### config.mk
export PLATFORM = sky130hd
export DESIGN_NAME = regfile_ctrl
export DESIGN_NICKNAME = d
export VERILOG_FILES = /design/src/rtl/regfile_pkg.sv /design/src/rtl/regfile_wr_arb.sv /design/src/rtl/regfile_ctrl.sv
export SDC_FILE = /design/constraint.sdc
export NUM_CORES = 1
export LEC_CHECK = 0
export CAP_MARGIN = 20
export CORE_AREA = 2 2 104 106
export CTS_CLUSTER_DIAMETER = 60
export DETAILED_ROUTE_END_ITERATION = 16
export DIE_AREA = 0 0 106 108
export PLACE_DENSITY_LB_ADDON = 0.05
export SLEW_MARGIN = 15
export SYNTH_ARGS = -nofsm -noshare
export SYNTH_HDL_FRONTEND = slang
export SYNTH_SLANG_ARGS = --single-unit
### constraint.sdc
create_clock -name CLK -period 4.6 [get_ports CLK]
set_input_delay 1.38 -clock CLK [delete_from_list [all_inputs] [get_ports CLK]]
set_output_delay 1.38 -clock CLK [all_outputs]
set_load 0.02 [all_outputs]
### src/rtl/regfile_pkg.sv
// Shared types and sizes for the register-file controller and its write arbiter.
package regfile_pkg;

    localparam int REG_AW   = 5;
    localparam int NUM_REGS = 32;

    typedef enum logic {
        INIT,
        RUN
    } state_t;

    typedef enum logic {
        REQ_WB,
        REQ_LD
    } req_id_t;

endpackage

### src/rtl/regfile_wr_arb.sv
// Write-port arbiter: WB has priority unless LD has been refused STARVE_LIMIT
// consecutive cycles, after which LD wins one grant.
module regfile_wr_arb
    import regfile_pkg::*;
#(
    parameter int WSIZE        = 4,
    parameter int STARVE_LIMIT = 4,
    localparam int DW          = WSIZE * 8
) (
    input  logic              clk,
    input  logic              rst,
    input  logic              i_en,
    input  logic              i_wb_valid,
    input  logic [REG_AW-1:0] i_wb_addr,
    input  logic [DW-1:0]     i_wb_data,
    input  logic              i_ld_valid,
    input  logic [REG_AW-1:0] i_ld_addr,
    input  logic [WSIZE-1:0]  i_ld_be,
    input  logic [DW-1:0]     i_ld_data,
    output logic              o_wb_ready,
    output logic              o_ld_ready,
    output logic              o_gnt_valid,
    output req_id_t           o_gnt_id,
    output logic [REG_AW-1:0] o_gnt_addr,
    output logic [DW-1:0]     o_gnt_data,
    output logic [WSIZE-1:0]  o_gnt_be
);

    logic [3:0] r_starve_cnt;
    logic       w_ld_starved;
    logic       w_wb_fire;
    logic       w_ld_fire;

    assign w_ld_starved = (r_starve_cnt == 4'(STARVE_LIMIT));

    // Both readys can be high together, but never with both valids, so at most one fires.
    assign o_wb_ready = i_en && !(w_ld_starved && i_ld_valid);
    assign o_ld_ready = i_en && (w_ld_starved || !i_wb_valid);

    assign w_wb_fire = i_wb_valid && o_wb_ready;
    assign w_ld_fire = i_ld_valid && o_ld_ready;

    assign o_gnt_valid = w_wb_fire || w_ld_fire;
    assign o_gnt_id    = w_ld_fire ? REQ_LD : REQ_WB;
    assign o_gnt_addr  = w_ld_fire ? i_ld_addr : i_wb_addr;
    assign o_gnt_data  = w_ld_fire ? i_ld_data : i_wb_data;
    assign o_gnt_be    = i_ld_be;

    always_ff @(posedge clk or posedge rst) begin
        if (rst) begin
            r_starve_cnt <= '0;
        end else if (!i_en || !i_ld_valid || w_ld_fire) begin
            r_starve_cnt <= '0;
        end else if (!w_ld_starved) begin
            r_starve_cnt <= r_starve_cnt + 4'd1;
        end
    end

endmodule

### src/rtl/regfile_ctrl.sv
// Sequencer for the 1RW1R register-file macro: zero sweep after reset, then
// write-port arbitration, rs2 on port 0 when free, rs1 on port 1 with forwarding.
module regfile_ctrl
    import regfile_pkg::*;
#(
    parameter int WSIZE        = 4,
    parameter int STARVE_LIMIT = 4,
    localparam int DW          = WSIZE * 8
) (
    input  logic              CLK,
    input  logic              RST,
    output logic              init_done,
    input  logic              wb_valid,
    output logic              wb_ready,
    input  logic [REG_AW-1:0] wb_addr,
    input  logic [DW-1:0]     wb_data,
    input  logic              ld_valid,
    output logic              ld_ready,
    input  logic [REG_AW-1:0] ld_addr,
    input  logic [WSIZE-1:0]  ld_be,
    input  logic [DW-1:0]     ld_data,
    input  logic [REG_AW-1:0] rs1_addr,
    output logic [DW-1:0]     rs1_data,
    input  logic [REG_AW-1:0] rs2_addr,
    output logic [DW-1:0]     rs2_data,
    output logic              rs2_valid,
    output logic              ram_en0,
    output logic              ram_en1,
    output logic [WSIZE-1:0]  ram_we0,
    output logic [REG_AW-1:0] ram_a0,
    output logic [REG_AW-1:0] ram_a1,
    output logic [DW-1:0]     ram_di0,
    input  logic [DW-1:0]     ram_do0,
    input  logic [DW-1:0]     ram_do1
);

    state_t            r_state;
    logic [REG_AW-1:0] r_idx;
    logic              r_init_done;

    logic              w_run;
    logic              w_gnt_valid;
    req_id_t           w_gnt_id;
    logic [REG_AW-1:0] w_gnt_addr;
    logic [DW-1:0]     w_gnt_data;
    logic [WSIZE-1:0]  w_gnt_be;
    logic [WSIZE-1:0]  w_wr_be;
    logic              w_wr_nz;
    logic              w_rs2_free;

    assign w_run = (r_state == RUN);

    regfile_wr_arb #(
        .WSIZE        (WSIZE),
        .STARVE_LIMIT (STARVE_LIMIT)
    ) u_wr_arb (
        .clk         (CLK),
        .rst         (RST),
        .i_en        (w_run),
        .i_wb_valid  (wb_valid),
        .i_wb_addr   (wb_addr),
        .i_wb_data   (wb_data),
        .i_ld_valid  (ld_valid),
        .i_ld_addr   (ld_addr),
        .i_ld_be     (ld_be),
        .i_ld_data   (ld_data),
        .o_wb_ready  (wb_ready),
        .o_ld_ready  (ld_ready),
        .o_gnt_valid (w_gnt_valid),
        .o_gnt_id    (w_gnt_id),
        .o_gnt_addr  (w_gnt_addr),
        .o_gnt_data  (w_gnt_data),
        .o_gnt_be    (w_gnt_be)
    );

    // WB always writes the whole word; only LD carries partial byte lanes.
    assign w_wr_be = (w_gnt_id == REQ_LD) ? w_gnt_be : '1;
    assign w_wr_nz = w_gnt_valid && (w_gnt_addr != '0);

    always_ff @(posedge CLK or posedge RST) begin
        if (RST) begin
            r_state     <= INIT;
            r_idx       <= REG_AW'(1);
            r_init_done <= 1'b0;
        end else begin
            case (r_state)
                INIT: begin
                    if (r_idx == REG_AW'(NUM_REGS - 1)) begin
                        r_state     <= RUN;
                        r_init_done <= 1'b1;
                    end else begin
                        r_idx <= r_idx + REG_AW'(1);
                    end
                end
                default: r_state <= RUN;
            endcase
        end
    end

    assign init_done = r_init_done;

    // RST gates the write strobe so an abort never lets the macro's negedge write land.
    always_comb begin
        ram_en0    = 1'b0;
        ram_we0    = '0;
        ram_a0     = rs2_addr;
        ram_di0    = '0;
        w_rs2_free = 1'b0;
        if (!RST) begin
            ram_en0 = 1'b1;
            if (r_state == INIT) begin
                ram_a0  = r_idx;
                ram_we0 = '1;
            end else if (w_wr_nz) begin
                ram_a0  = w_gnt_addr;
                ram_di0 = w_gnt_data;
                ram_we0 = w_wr_be;
            end else begin
                w_rs2_free = 1'b1;
            end
        end
    end

    assign rs2_valid = w_rs2_free;
    assign rs2_data  = (w_rs2_free && rs2_addr != '0) ? ram_do0 : '0;

    assign ram_en1 = w_run;
    assign ram_a1  = rs1_addr;

    always_comb begin
        rs1_data = ram_do1;
        if (w_wr_nz && w_gnt_addr == rs1_addr) begin
            for (int unsigned b = 0; b < WSIZE; b++) begin
                if (w_wr_be[b]) rs1_data[b*8 +: 8] = w_gnt_data[b*8 +: 8];
            end
        end
        if (rs1_addr == '0) rs1_data = '0;
    end

endmodule

* After elaboration in Yosys (flattened, before gate mapping)
Index checks and enable logic that the tools add are counted.
Operators by class: $add $sub $neg 2, multipliers 0, div/mod/pow operators 0, order comparisons 0, equal/unequal tests 4, shifts and indexed selects 0, muxes and demuxes 28, bitwise logic cells 2, reduce and logical (&&, ||, !) cells 21
Operators by type and width (number):
- 32-bit 2-to-1 mux | 7
- 8-bit 2-to-1 mux | 4
- 4-bit 2-to-1 mux | 6
- 5-bit 2-to-1 mux | 4
- 5-bit nonzero test | 2
- 1-bit logical AND | 8
- 1-bit 2-to-1 mux | 7
- 5-bit by 1-bit adder with 5-bit output, second input constant | 1
- 5-bit == test | 1
- 5-bit == test, second input constant | 1
- 5-bit zero test | 1
- 4-bit by 1-bit adder with 4-bit output, second input constant | 1
- 4-bit by 3-bit == test with 1-bit output, second input constant | 1
- 1-bit zero test | 4
- 1-bit logical OR | 4
- 2-bit AND reduction | 2
- 2-bit inequality test, second input constant | 1
- 1-bit NOT | 2
Word-level totals: flip-flop bits (word level) 11, latch bits 0, RAM bits 0, bits in read-only memories 0, bits of input ports 156, word-level logic and storage cells 61, memories kept 0

* Longest topological paths before layout
Gate-level depths: netlist of run 1.
depth in word-level cells 12, gate-level depth with buffers 10, gate-level depth less buffers 8

* Modules after synthesis
Synthesis of run 1 repeated with hierarchy kept, for this count alone.
Second synthesis, totals: cells, all modules 319, area, all modules 2556.2 sq um
By module, submodules not included:
- regfile_ctrl | instances 1, cells an instance 249, area an instance 1735.4 sq um
- regfile_wr_arb | instances 1, cells an instance 70, area an instance 820.8 sq um

* Worst setup path after synthesis of run 1
No wires, ideal clock.
path type input to output, from input port RST, to output port ram_di0[10], arrival 3.136 ns, data required time 3.220 ns, slack 0.084 ns, stages on the path 7, path buffers 3, cell sequence clkbuf_1 > inv_1 > nand2b_1 > or2_2 > clkbuf_1 > buf_2 > a21oi_1
On the way: cells in the longest elaborated chain, start to end 1
RTL lines:
- start, declared | line regfile_ctrl.sv:11 | input logic RST,
- 32-bit 2-to-1 mux | line regfile_ctrl.sv:109 | if (!RST) begin
- end, declared | line regfile_ctrl.sv:32 | output logic [DW-1:0] ram_di0,
No other way between the ends.

* Worst setup path in the final report of run 1
from input port rs2_addr[2], to output port rs2_data[2]
On the way: cells in the longest elaborated chain, start to end 3
RTL lines:
- start, declared | line regfile_ctrl.sv:24 | input logic [REG_AW-1:0] rs2_addr,
- 5-bit nonzero test | line regfile_ctrl.sv:125 | assign rs2_data = (w_rs2_free && rs2_addr != '0) ? ram_do0 : '0;
- 1-bit logical AND | line regfile_ctrl.sv:125
- 32-bit 2-to-1 mux | line regfile_ctrl.sv:125
- end, declared | line regfile_ctrl.sv:25 | output logic [DW-1:0] rs2_data,
No other way between the ends.

==> results.sh, run 1 <==
export IMPL_routed_wl_um=14300
export IMPL_synth_nets=550
export IMPL_syn_to_final_growth_pct=146
export IMPL_core_area_um2=10200
export IMPL_vias=4153
export IMPL_ir_drop_mv=0.0753
export IMPL_clk_pin_slew_worst_paths_ps=50
export IMPL_synth_cell_type_count=42
export IMPL_grt_start_max_net_pins=33
export IMPL_cellLeakagePower_uw=0.00267
export IMPL_h_tree_depth=1
export IMPL_clk_insertion_delay_late_ps=240
export IMPL_timing_final_crit_share_pct=98.5
export IMPL_io_pins=272
export IMPL_syn_inst=390
export IMPL_routedWlPerCell_um=16.9
export IMPL_nNetsFinal=869
export IMPL_design_area_um2=6040
export IMPL_final_hold_viol_count=0
export IMPL_synth_edf_count=0
export IMPL_cp_slowest_cell="clkdlybuf4s50_1"
export IMPL_placed_cell_area_um2=5670
export IMPL_vias_per_cell=4.92
export IMPL_cts_buffers=3
export IMPL_crit_arrival_ps=3150
export IMPL_track_usage_pct=22.9
export IMPL_worstHoldPathType="register to register"
export IMPL_path_cells="clkdlybuf4s50_1, or4_4, nor2_4, nor4_4, buf_4, buf_4, buf_12, and2_1, buf_4"
export IMPL_syn_avg_cell_area_um2=6.29
export IMPL_n_antenna_cell=0
export IMPL_drive_gt1_share_pct=36.2
export IMPL_gp_congestion=0.895
export IMPL_dr_first_iter_drc_count=173
export IMPL_skew_ps=3.08
export IMPL_cts_tree="built"
export IMPL_crit_path_end_kind="output pin"
export IMPL_grt_remaining_overflow=0
export IMPL_cpPeakStageDelay_ps=440
export IMPL_start_kind="input pin"
export IMPL_rrSetupSlack_ps=2770
export IMPL_slew_headroom_pct=70.0
export IMPL_ys_seq_area_share_pct=11.3
export IMPL_setup_ws_ps=70.3
export IMPL_root_buffer="clkbuf_8"
export IMPL_setup_violations=0
export IMPL_synthTopCellsByArea="a21oi_1 (14%), nand2_1 (12%), and4_1 (11%), dfrtp_1 (10%), and2_1 (8.4%)"
export IMPL_power_density_nw_per_um2=132
export IMPL_ant_nets=0
export IMPL_path_max_fanout=8
export IMPL_yosys_area_top_type="a21oi_1"
export IMPL_rsz0062_at_grt="true"
export IMPL_grt_pass1_wl_um=21100
export IMPL_firstDrtPassIters=4
export IMPL_drv_cap=0
export IMPL_cp_required_ps=3220
export IMPL_async_reset_ff_share_pct=100
export IMPL_synth_flop_cell="dfrtp_1"
export IMPL_dp_cells=818
export IMPL_final_min_clock_period_ps=4530
export IMPL_die_w_um=106
export IMPL_dieArea_um2=11400
export IMPL_hold_ws_ps=465
export IMPL_cts_sinks=11
export IMPL_path_common_cell="buf_4"
export IMPL_clockBufferDepth=2
export IMPL_hpwlAfterDp_um=10900
export IMPL_drc_errors=0
export IMPL_initial_core_util_pct=24.0
export IMPL_path_class="input pin to output pin"
export IMPL_yosysWarnings=0
export IMPL_max_freq_ghz=0.221
export IMPL_power_uw=800
export IMPL_io_buffers=271
export IMPL_first_global_vias=4051
export IMPL_worstMarginPinSlew_ps=449
export IMPL_synth_top_area_share_pct=14.3
export IMPL_slew_violations=0
export IMPL_std_cell_rows=37
export IMPL_outcome="finished clean"
export IMPL_dieHeight_um=108
export IMPL_ys_ff_latch=11
export IMPL_final_cells=844
export IMPL_syn_area_um2=2450
export IMPL_antenna_found_initial=0
export IMPL_place_ws_ps=-852
## worst max-delay path, delay by kind of cell
family / cells / cell delay, ps
buf+inv: 5 / 990
simple gates: 4 / 780
## power by group
part | internal, uW | total, uW | switching [uW]
registers | 97.8 | 98.6 | 0.756
logic | 325 | 606 | 281
clock network | 60.7 | 95.7 | 35.0
total | 483 | 800 | 317
## layout make-up
type	instances	area, um^2
Fill cell	962	4190
Timing Repair Buffer	351	3340
Multi-Input combinational cell	334	2190
Sequential cell	11	277
Tap cell	136	170
Clock buffer	4	45.0
Inverter	8	30.0
## synth_stat cells (2+ instances only)
master and n:
buf_6 3, dfrtp_1 10, buf_4 10, buf_1 2, xor2_1 4, o22ai_1 3, and2_1 33, nand2_1 76
a2bb2oi_1 2, xnor2_1 8, or4_1 2, inv_1 8, and4_1 32, a21o_1 3, buf_2 13, nor3_1 39
mux2_2 2, nor2_1 24, a21oi_1 70, o21ai_0 3, ha_1 4, nand3_1 4, clkbuf_1 8, nand2b_1 4
a221o_1 3, a31o_2 4
## per-layer routing
layer | global-route usage [%] | vias to the layer above | wire length (um)
met5 | 0 | - | 0
met4 | 3.76 | 0 | 211
met3 | 5.12 | 18 | 1220
met2 | 45.8 | 202 | 7760
met1 | 24.7 | 1914 | 5110
li1 | - | 2019 | -
## final timing paths
kind	start	endpoint	depth (start not counted)
max in group asynchronous	RST	r_idx[0]	3
max reg2reg	r_idx[1]	r_idx[4]	5
min in group asynchronous	RST	r_idx[1]	3
min	init_done	init_done	1
min reg2reg	init_done	init_done	1
max	rs2_addr[2]	rs2_data[2]	9
## cell usage in the layout (no fill, tap or decap), types with 4 or more instances in the layout
cell and instances:
a21oi_1 70, and2_1 21, and2_4 12, and4_1 29, buf_12 11, buf_16 4, buf_2 45, buf_4 81
buf_6 22, clkbuf_2 4, clkdlybuf4s15_1 7, clkdlybuf4s15_2 22, clkdlybuf4s50_1 145, dfrtp_1 10, dlygate4sd2_1 8, ha_1 4
inv_1 6, nand2_1 76, nor2_1 20, nor3_1 26, nor3_2 13, xnor2_2 4
## state kept, by name, indices dropped and copies added (netlist names)
| name | count |
|---|---|
| init_done | 1 |
| r_idx | 5 |
| ram_en1 | 1 |
| u_wr_arb.r_starve_cnt | 4 |
## repair_timing
item | CTS | global route
hold buffers | 0 | 0
buffers inserted | 17 | 0
gates cloned | 7 | 0
setup endpoints to repair | 106 | 86
gates resized for setup | 539 | 43
pin swaps | 38 | 15
## cells by family after synthesis
family          count (synthesis)  share of synthesized area (%)
xor+xnor                       12                           4.28
compound gates                 93                           22.1
buf+inv                        45                           10.0
mux                             3                           1.33
simple gates                  222                           49.0
flops                          11                           11.3
fa+ha+maj                       4                           2.04
## per-stage QoR
| step | TNS (ps) | utilization, % |
|---|---|---|
| floorplan | 0 | - |
| global placement | -63600 | 55.4 |
| detailed placement | -66510 | 55.4 |
| CTS | 0 | 58.7 |
| global route | -4.03 | 59.1 |
| finish | 0 | 59.1 |
(Power assumes the default switching activity.)
==> run 2, diff against run 1 <==
--- a/config.mk
+++ b/config.mk
@@ -10,6 +10,7 @@
 export CTS_CLUSTER_DIAMETER = 60
 export DETAILED_ROUTE_END_ITERATION = 16
 export DIE_AREA = 0 0 106 108
+export HOLD_SLACK_MARGIN = 0.06
 export PLACE_DENSITY_LB_ADDON = 0.05
 export SLEW_MARGIN = 15
 export SYNTH_ARGS = -nofsm -noshare
==> results of run 2 <==
No change in the layout: final DEF, timing and power equal those of run 1.
